**config.mk**
```make
export PLATFORM = sky130hd
export DESIGN_NAME = stack_cmd_issuer_flat
export DESIGN_NICKNAME = d
export VERILOG_FILES = /design/src/rtl/stack_cmd_issuer_pkg.sv /design/src/rtl/stack_cmd_issuer_if.sv /design/src/rtl/stack_result_tagger.sv /design/src/rtl/stack_cmd_issuer.sv /design/src/flat_wrapper.sv
export SDC_FILE = /design/constraint.sdc
export NUM_CORES = 1
export LEC_CHECK = 0
export ABC_AREA = 1
export CAP_MARGIN = 20
export CORE_ASPECT_RATIO = 0.5
export CORE_MARGIN = 1
export CORE_UTILIZATION = 30
export CTS_CLUSTER_DIAMETER = 80
export DETAILED_ROUTE_END_ITERATION = 7
export HOLD_SLACK_MARGIN = 0.08
export PLACE_DENSITY = 0.66
export SKIP_LAST_GASP = 1
export SLEW_MARGIN = 25
export SYNTH_ARGS = -nofsm -noshare
export SYNTH_HDL_FRONTEND = slang
export SYNTH_SLANG_ARGS = --single-unit
```
**constraint.sdc**
```tcl
create_clock -name clk -period 3 [get_ports clk]
set_clock_uncertainty 0.15 [all_clocks]
set_input_delay 0.3 -clock clk [delete_from_list [all_inputs] [get_ports clk]]
set_output_delay 0.3 -clock clk [all_outputs]
set_load 0.05 [all_outputs]
```
**src/rtl/stack_cmd_issuer_pkg.sv**
```systemverilog
// Shared definitions for the stack-machine command issuer and its data path:
// command encodings, mirror-depth type and payload shaping helper.
package stack_cmd_issuer_pkg;

  localparam int DEF_DATA_WIDTH = 32;
  localparam int DEF_STACK_SIZE = 3;
  localparam int DEF_RD_LAT     = 1;

  // Widest word the half-word helper handles.
  localparam int MAX_DATA_WIDTH = 64;

  localparam logic [1:0] CTL_POP        = 2'b00;
  localparam logic [1:0] CTL_PUSH_HALF  = 2'b01;
  localparam logic [1:0] CTL_PUSH_FULL  = 2'b10;
  localparam logic [1:0] CTL_PUSH_SPLIT = 2'b11;

  // Mirror depth covers 0..STACK_SIZE inclusive.
  localparam int DEPTH_W = $clog2(DEF_STACK_SIZE + 1);
  typedef logic [DEPTH_W-1:0] depth_t;

  typedef logic [MAX_DATA_WIDTH-1:0] word_t;

  // Keep the low half of a dw-bit word and clear everything above it.
  function automatic word_t zext_half(input word_t d, input int unsigned dw);
    word_t mask;
    mask = (word_t'(1) << (dw / 2)) - word_t'(1);
    return d & mask;
  endfunction

endpackage

```
**src/rtl/stack_cmd_issuer_if.sv**
```systemverilog
// Request, stack-machine and result signals of the command issuer.
// master: the issuer itself; slave: upstream source, machine and consumer.
interface stack_cmd_issuer_if
  import stack_cmd_issuer_pkg::*;
#(
  parameter int DATA_WIDTH = DEF_DATA_WIDTH
);
  logic                  req_valid;
  logic [1:0]            req_op;
  logic [DATA_WIDTH-1:0] req_data;
  logic                  req_ready;

  logic [1:0]            ctl;
  logic [DATA_WIDTH-1:0] DATA_in;
  logic                  wait_in;
  logic [DATA_WIDTH-1:0] DATA_out;

  logic                  out_valid;
  logic [DATA_WIDTH-1:0] out_data;

  modport master (
    input  req_valid, req_op, req_data, wait_in, DATA_out,
    output req_ready, ctl, DATA_in, out_valid, out_data
  );

  modport slave (
    output req_valid, req_op, req_data, wait_in, DATA_out,
    input  req_ready, ctl, DATA_in, out_valid, out_data
  );
endinterface

```
**src/rtl/stack_result_tagger.sv**
```systemverilog
// Tracks whether each issued command will return a real word: an RD_LAT-deep
// tag shift pipeline, plus the register that captures DATA_out for real words.
module stack_result_tagger #(
  parameter int DATA_WIDTH = 32,
  parameter int RD_LAT     = 1
) (
  input  logic                  clk,
  input  logic                  rst,
  input  logic                  tag_i,
  input  logic [DATA_WIDTH-1:0] data_out_i,
  output logic                  out_valid_o,
  output logic [DATA_WIDTH-1:0] out_data_o,
  output logic                  pending_o
);

  logic [RD_LAT-1:0]     tag_q, tag_d;
  logic                  out_valid_q;
  logic [DATA_WIDTH-1:0] out_data_q;

  // New tag enters at bit 0; the oldest tag sits at bit RD_LAT-1.
  always_comb begin
    tag_d = (tag_q << 1) | RD_LAT'(tag_i);
  end

  // Advance the tags; capture the machine's word only when its tag says it is real.
  always_ff @(posedge clk) begin
    if (!rst) begin
      // NOTE: the tag stages are reset, unlike a data store: a stale 1 would fabricate a valid result.
      tag_q       <= '0;
      out_valid_q <= 1'b0;
      out_data_q  <= '0;
    end else begin
      tag_q       <= tag_d;
      out_valid_q <= tag_q[RD_LAT-1];
      if (tag_q[RD_LAT-1]) begin
        out_data_q <= data_out_i;
      end
    end
  end

  assign out_valid_o = out_valid_q;
  assign out_data_o  = out_data_q;
  assign pending_o   = |tag_q;

endmodule

```
**src/rtl/stack_cmd_issuer.sv**
```systemverilog
// Transmit-side driver for the stack machine: turns typed push/pop requests
// into one registered command per cycle, keeps a depth mirror so the machine
// is never overfilled, pops to drain, and tags the returned words.
module stack_cmd_issuer
  import stack_cmd_issuer_pkg::*;
#(
  parameter int DATA_WIDTH = DEF_DATA_WIDTH,
  parameter int STACK_SIZE = DEF_STACK_SIZE,
  parameter int RD_LAT     = DEF_RD_LAT
) (
  input  logic                     clk,
  input  logic                     rst,
  stack_cmd_issuer_if.master       bus,
  input  logic                     drain,
  output depth_t                   depth,
  output logic                     busy
);

  localparam depth_t DEPTH_FULL = depth_t'(STACK_SIZE);

  logic [1:0]            ctl_q, ctl_d;
  logic [DATA_WIDTH-1:0] data_in_q, data_in_d;
  depth_t                depth_q, depth_d;
  logic                  accept;
  logic                  hold;
  logic                  tag;
  logic                  pending;

  // Pick this cycle's command by priority: stall, drain, make room, request, idle pop.
  always_comb begin
    // NOTE: every output gets a default first so no path can infer a latch.
    ctl_d  = CTL_POP;
    accept = 1'b0;
    hold   = 1'b0;
    if (bus.wait_in) begin
      // Machine is stalled: present 00 but treat it as a hold, not a pop.
      hold = 1'b1;
    end else if (drain && depth_q != '0) begin
      ctl_d = CTL_POP;
    end else if (bus.req_valid && bus.req_op == CTL_PUSH_SPLIT && depth_q == DEPTH_FULL) begin
      ctl_d = CTL_POP;
    end else if (bus.req_valid) begin
      ctl_d  = bus.req_op;
      accept = 1'b1;
    end
  end

  // Shape the payload for the chosen command.
  always_comb begin
    unique case (ctl_d)
      CTL_PUSH_HALF:                 data_in_d = DATA_WIDTH'(zext_half(word_t'(bus.req_data), DATA_WIDTH));
      CTL_PUSH_FULL, CTL_PUSH_SPLIT: data_in_d = bus.req_data;
      default:                       data_in_d = '0;
    endcase
  end

  // Mirror the machine's depth and decide whether this command returns a real word.
  always_comb begin
    depth_d = depth_q;
    if (!hold) begin
      unique case (ctl_d)
        CTL_POP:        if (depth_q != '0) depth_d = depth_q - depth_t'(1);
        CTL_PUSH_SPLIT: depth_d = depth_q + depth_t'(1);
        default:        depth_d = depth_q;
      endcase
    end
    tag = !hold && !(ctl_d == CTL_POP && depth_q == '0);
  end

  // Register the issued command, its payload and the mirror depth.
  always_ff @(posedge clk) begin
    if (!rst) begin
      ctl_q     <= CTL_POP;
      data_in_q <= '0;
      depth_q   <= '0;
    end else begin
      // NOTE: non-blocking so every register samples the pre-edge values.
      ctl_q     <= ctl_d;
      data_in_q <= data_in_d;
      depth_q   <= depth_d;
    end
  end

  stack_result_tagger #(
    .DATA_WIDTH (DATA_WIDTH),
    .RD_LAT     (RD_LAT)
  ) u_tagger (
    .clk         (clk),
    .rst         (rst),
    .tag_i       (tag),
    .data_out_i  (bus.DATA_out),
    .out_valid_o (bus.out_valid),
    .out_data_o  (bus.out_data),
    .pending_o   (pending)
  );

  assign bus.req_ready = rst && accept;
  assign bus.ctl       = ctl_q;
  assign bus.DATA_in   = data_in_q;
  assign depth         = depth_q;
  assign busy          = (depth_q != '0) || pending;

endmodule

```
**src/flat_wrapper.sv**
```systemverilog
// flat-port wrapper written by rule: the top's interface ports become plain ports
module stack_cmd_issuer_flat import stack_cmd_issuer_pkg::*;
#(
  parameter int DATA_WIDTH = DEF_DATA_WIDTH,
  parameter int STACK_SIZE = DEF_STACK_SIZE,
  parameter int RD_LAT     = DEF_RD_LAT
)
  (clk, rst, drain, depth, busy, bus_req_valid, bus_req_op, bus_req_data, bus_wait_in, bus_DATA_out, bus_req_ready, bus_ctl, bus_DATA_in, bus_out_valid, bus_out_data);
  stack_cmd_issuer_if #(.DATA_WIDTH(DATA_WIDTH)) bus_i ();
  input  logic clk;
  input  logic rst;
  input  logic drain;
  output depth_t depth;
  output logic busy;
  input wire logic [$bits(bus_i.req_valid)-1:0] bus_req_valid;
  input wire logic [$bits(bus_i.req_op)-1:0] bus_req_op;
  input wire logic [$bits(bus_i.req_data)-1:0] bus_req_data;
  input wire logic [$bits(bus_i.wait_in)-1:0] bus_wait_in;
  input wire logic [$bits(bus_i.DATA_out)-1:0] bus_DATA_out;
  output wire logic [$bits(bus_i.req_ready)-1:0] bus_req_ready;
  output wire logic [$bits(bus_i.ctl)-1:0] bus_ctl;
  output wire logic [$bits(bus_i.DATA_in)-1:0] bus_DATA_in;
  output wire logic [$bits(bus_i.out_valid)-1:0] bus_out_valid;
  output wire logic [$bits(bus_i.out_data)-1:0] bus_out_data;
  assign bus_i.req_valid = bus_req_valid;
  assign bus_i.req_op = bus_req_op;
  assign bus_i.req_data = bus_req_data;
  assign bus_i.wait_in = bus_wait_in;
  assign bus_i.DATA_out = bus_DATA_out;
  assign bus_req_ready = bus_i.req_ready;
  assign bus_ctl = bus_i.ctl;
  assign bus_DATA_in = bus_i.DATA_in;
  assign bus_out_valid = bus_i.out_valid;
  assign bus_out_data = bus_i.out_data;
  stack_cmd_issuer #(.DATA_WIDTH(DATA_WIDTH), .STACK_SIZE(STACK_SIZE), .RD_LAT(RD_LAT)) u_core (.clk(clk), .rst(rst), .bus(bus_i), .drain(drain), .depth(depth), .busy(busy));
endmodule
```
==> results of run 1 <==
worst min-delay path, delay by kind of cell:
| family | cells | cell delay [ns] |
|---|---|---|
| buffers and inverters | 2 | 0.44 |
| and+or+nand+nor | 1 | 0.03 |
per-stage QoR:
| stage | utilization | std cells | hold WS, ns |
|---|---|---|---|
| floorplan | - | 281 | 0.262 |
| global placement | 0.521 | 521 | 0.328 |
| detailed placement | 0.521 | 521 | 0.335 |
| CTS | 0.560 | 537 | 0.328 |
| global route | 0.560 | 537 | 0.348 |
| finish | 0.560 | 537 | 0.342 |
worst paths after layout:
kind,cells past startpoint,endpoint,from
max reg2reg,9,u_core.bus.DATA_in[4],u_core.depth[0]
max,9,u_core.bus.DATA_in[4],u_core.depth[0]
min reg2reg,2,u_core.u_tagger.out_data_o[2],u_core.u_tagger.out_data_o[2]
min,3,u_core.bus.DATA_in[27],bus_req_data[27]
power groups by stage:
stage / Clock [mW] / Combinational (mW) / Sequential (mW)
CTS: 1.07 / 0.532 / 1.01
global route: 1.11 / 0.563 / 1.01
detailed placement: 0 / 0.530 / 1.02
global placement: 0 / 0.530 / 1.02
floorplan: 0 / 0.134 / 1.19
finish: 1.04 / 0.526 / 1.00
state kept, by name, indices dropped and copies added (netlist names):
name                         flops
u_core.bus.DATA_in              32
u_core.u_tagger.out_data_o      32
u_core.bus.ctl                   2
u_core.depth                     2
u_core.u_tagger.pending_o        1
u_core.u_tagger.out_valid_o      1
routing by layer:
metal  vias to the layer above  GRT usage  wire [um]
met3                         9     0.0639        492
met5                         -          0          0
met1                       974      0.165       2660
met2                        64      0.263       2910
met4                         0     0.0625         70
li1                       1154          -          -
synth_stat cells, drive strengths merged:
cell / instances / area (um2)
nor2: 92 / 348
nand4: 3 / 18.8
dfxtp: 70 / 1400
ha: 4 / 50.1
buf: 8 / 66.3
nor3: 1 / 5.00
or2: 2 / 12.5
o21ai: 32 / 160
inv: 27 / 104
nand3b: 1 / 7.51
clkbuf: 6 / 22.5
nand3: 2 / 10.0
nand2: 17 / 63.8
nor3b: 16 / 170
layout make-up:
cell class | instances | area (um2)
Tap cell | 108 | 135
Inverter | 27 | 104
Timing Repair Buffer | 146 | 1470
Fill cell | 691 | 3340
Multi-Input combinational cell | 170 | 846
Clock inverter | 7 | 72.6
Sequential cell | 70 | 1400
Clock buffer | 9 | 225
logic make-up after synthesis:
kind of cell | share of synthesized area
buffers and inverters | 0.0790
DFF | 0.574
AOI/OAI and AO/OA | 0.0656
adders and majority gates | 0.0205
and+or+nand+nor | 0.261
==> impl_metrics.toml, run 1 <==
[worst_setup_path]
worst_setup_path_start_kind = "flop"
cp_top_family = "simple AND/OR/NAND/NOR gates"
worst_path_max_delay_cell = "or2_1"
cp-end-kind = "flop"
worstPathCellList = "inv_1 -> nand2_1 -> nand2_1 -> nand3_1 -> nor2_1 -> inv_1 -> ha_1 -> or2_1 -> nor3b_1"
crit_fanout = 16
cp.required_ns = 3.10
r2r_slack_ns = 0.75
critPathKind = "flop to flop"
cp_data_arrival_time_ns = 2.34
cp_num_buf_inv = 2
slowest_delay_ns = 0.50

[pwr]
p_total_mw = 2.57
p_comb_frac = 0.205
p_int_mw = 1.84
pwr-share-clk = 0.404
vdd_drop_max_v = 0.000300
switching_power_mw = 0.731
powerDensity_mw_per_mm2 = 605
pwr-share-seq = 0.391
p_sw_frac = 0.285
p_leak_nw = 1.78

[layout]
final_cell_mix = "139 x clkdlybuf4s50_1, 91 x nor2_1, 70 x dfxtp_1, 32 x o21ai_0, 26 x inv_1"
final_common_cell = "clkdlybuf4s50_1"
fin_area_mm2 = 0.00425
layout-area-overhead-vs-synth_pct = 74.3
drive_above_1_share = 0.0839
nNetsFinal = 499
diodes = 0

[sta]
rsz0062_at_grt = "false"
setup-tns-final_ns = 0
post-route-min-period_ns = 2.25
hold_viol_final = 0
fin_ws_ns = 0.752
tightestPinTransition_ns = 0.729
max_freq_mhz = 445
finalCritPeriodShare = 0.749
drv_slew = 0
finalSetupViolCount = 0
maxSlewHeadroom = 0.514

[place]
port_buffers = 141
gp_congestion = 0.729
post_dp_cell_area_mm2 = 0.00396
hpwl_um = 4290
preCtsSetupSlack_ns = 0.390

[drt]
routed_wl_um = 6140
wl_per_cell_um = 11.4
num_vias = 2201
viasPerCell = 4.10
drtIter0Drc = 99
drc_errors = 0
drt_first_pass_iters = 4
postRouteAntennaNets = 0

[worst_hold_path]
hold_path.class = "input port to flop"

[floorplan]
num_io_pins = 142
die_h_um = 65.8
start_util = 0.321
core_mm2 = 0.00760
die-area_mm2 = 0.00852
die_w_um = 130
num_rows = 22

[clock_network]
cts_made_buffers = 9
clk_latency_ns = 0.33
cts_hold_buf = 0
cts_tree = "built"
clock-root-buffer = "clkbuf_16"
path_clk_slew_ns = 0.06
clk_path_buf_depth = 2
cts_resized = 0
cts-htree-levels = 3
post_cts_buffers = 0
clock-sinks = 70

[job]
maxCapViolCount = 0

[status]
status = "finished, final reports clean"

[yosys]
ys_warn_count = 0
ys_ff_latch = 70
synth_area_mm2 = 0.00244
syn_nets = 356
synth_area_per_cell_um2 = 8.68
synthDistinctLibCells = 22
synth-seq-area-share = 0.574
netlist_instances = 281

[global_route]
gr-total-overflow = 0
antenna_found_initial = 0
grt_pass1_vias = 2087
globalRouteTotalUtil = 0.152
grt_max_degree = 36
grt_pass1_wl_um = 9760
No activity file was read; power rests on OpenSTA's default activity.
==> run 2: changes to the inputs <==
PLACE_DENSITY = 0.69   (was 0.66)
clock period = 1.97 ns   (was 3 ns; I/O delays follow)
==> run 2 against run 1 <==
Flip-flop and latch count stayed put; sequential share of layout area is 1.5 points lower; clock-buffer cell count is 4 higher; cell count is 2.4% higher; combinational power is 65% higher; core utilization is 2.9 points higher; worst hold slack worse by 0.091 ns; register-to-register slack worse by 0.69 ns; setup slack worse by 0.71 ns; die area stayed put.
==> impl_metrics.toml, run 2 (same netlist as run 1, synthesis figures left out) <==
[clock_network]
clk_path_buf_depth = 2
clock-root-buffer = "clkbuf_16"
cts-htree-levels = 3
clk_latency_ns = 0.31
cts_tree = "built"
path_clk_slew_ns = 0.05
cts_hold_buf = 0
cts_made_buffers = 9
clock-sinks = 70

[layout]
layout-area-overhead-vs-synth_pct = 83.4
fin_area_mm2 = 0.00447
final_cell_mix = "137 x clkdlybuf4s50_1, 90 x nor2_1, 68 x dfxtp_1, 32 x o21ai_0, 21 x inv_1"
nNetsFinal = 512
final_common_cell = "clkdlybuf4s50_1"
drive_above_1_share = 0.149
diodes = 0
finalNonFillerCells = 550
utilization = 0.589

[pwr]
powerDensity_mw_per_mm2 = 892
p_total_mw = 3.99
p_leak_nw = 1.89
vdd_drop_max_v = 0.000442

[place]
hpwl_um = 4520
post_dp_cell_area_mm2 = 0.00410
dp_cells = 530
port_buffers = 141
gp_congestion = 0.796

[sta]
finalSetupViolCount = 0
drv_slew = 0
hold_viol_final = 0
finalCritPeriodShare = 0.977
max_freq_mhz = 520
post-route-min-period_ns = 1.92
maxSlewHeadroom = 0.643
tightestPinTransition_ns = 0.534

[drt]
postRouteAntennaNets = 0
drtIter0Drc = 74
routed_wl_um = 6390
viasPerCell = 4.11
drt_first_pass_iters = 4
drc_errors = 0
num_vias = 2259
wl_per_cell_um = 11.6

[job]
maxCapViolCount = 0

[global_route]
globalRouteTotalUtil = 0.149
antenna_found_initial = 0
grt_max_degree = 34
grt_pass1_vias = 2074
grt_pass1_wl_um = 9780
gr-total-overflow = 0

[floorplan]
die-area_mm2 = 0.00852
num_rows = 22
core_mm2 = 0.00760
num_io_pins = 142
die_w_um = 130
start_util = 0.321
die_h_um = 65.8

[worst_setup_path]
cp_data_arrival_time_ns = 1.98
cp.required_ns = 2.03
endpoint = "u_core.bus.DATA_in[4]"
cp-startpoint = "bus_req_op[0]"
ff2ff_path_depth = 9
rr_startpoint = "u_core.depth[1]"
r2r_slack_ns = 0.06
crit_fanout = 8
cp-end-kind = "flop"
r2r-end = "u_core.bus.DATA_in[3]"
worst_setup_path_start_kind = "input port"
critPathKind = "input port to flop"

[worst_hold_path]
hold_path.class = "input port to flop"

[status]
status = "finished, final reports clean"
run 2: critical path, stage by stage:
cell,delay (ns)
clkdlybuf4s50_1,0.47
nand2_2,0.07
inv_2,0.07
nand4_1,0.10
nand4_1,0.19
inv_2,0.07
ha_2,0.17
or2_4,0.26
nor2_4,0.15
clkbuf_16,0.19
nor3b_1,0.05
run 2: what timing repair did:
item | in CTS | in global routing
gates resized for setup | 0 | 9
endpoints found under the setup margin | 0 | 17
setup buffers | 0 | 3
run 2: per-stage QoR:
stage,TNS (ns),hold WS [ns],setup WS [ns]
5_1_grt,-0.146,0.236,-0.0188
6_report,0,0.251,0.0462
4_1_cts,0,0.239,0.0271
3_3_place_gp,-5.77,0.329,-0.215
2_1_floorplan,0,0.159,0.0163
3_5_place_dp,-8.21,0.334,-0.293
run 2: layout make-up:
type	count	area [um2]
multi-input combinational	170	901
timing repair buffer	159	1620
fill	657	3120
clock buffer	13	260
tap	108	135
inverter	27	106
clock inverter	3	41.3
sequential	70	1410
run 2: worst min-delay path by stage:
| stage | startpoint | to | slack, ns | cells after the start |
|---|---|---|---|---|
| after floorplan | bus_req_data[16] | u_core.bus.DATA_in[16] | 0.16 | 2 |
| after global placement | u_core.u_tagger.out_data_o[9] | u_core.u_tagger.out_data_o[9] | 0.33 | 2 |
| after detailed placement | u_core.u_tagger.out_data_o[11] | u_core.u_tagger.out_data_o[11] | 0.33 | 2 |
| after CTS | bus_req_data[16] | u_core.bus.DATA_in[16] | 0.24 | 3 |
| after global routing | bus_req_data[27] | u_core.bus.DATA_in[27] | 0.24 | 3 |
| final | bus_req_data[19] | u_core.bus.DATA_in[19] | 0.25 | 3 |
run 2: report_power, final:
part	switching [mW]	total, mW	internal, mW
clock network	0.545	1.59	1.05
logic	0.497	0.868	0.371
registers	0.0375	1.53	1.49
total	1.08	3.99	2.91
run 2: routing by layer:
| layer | vias to the layer above | GRT usage | part of all wire |
|---|---|---|---|
| li1 | 1183 | - | - |
| met1 | 997 | 0.175 | 0.45 |
| met2 | 71 | 0.253 | 0.47 |
| met3 | 8 | 0.0461 | 0.064 |
| met4 | 0 | 0.0683 | 0.015 |
| met5 | - | 0 | 0 |
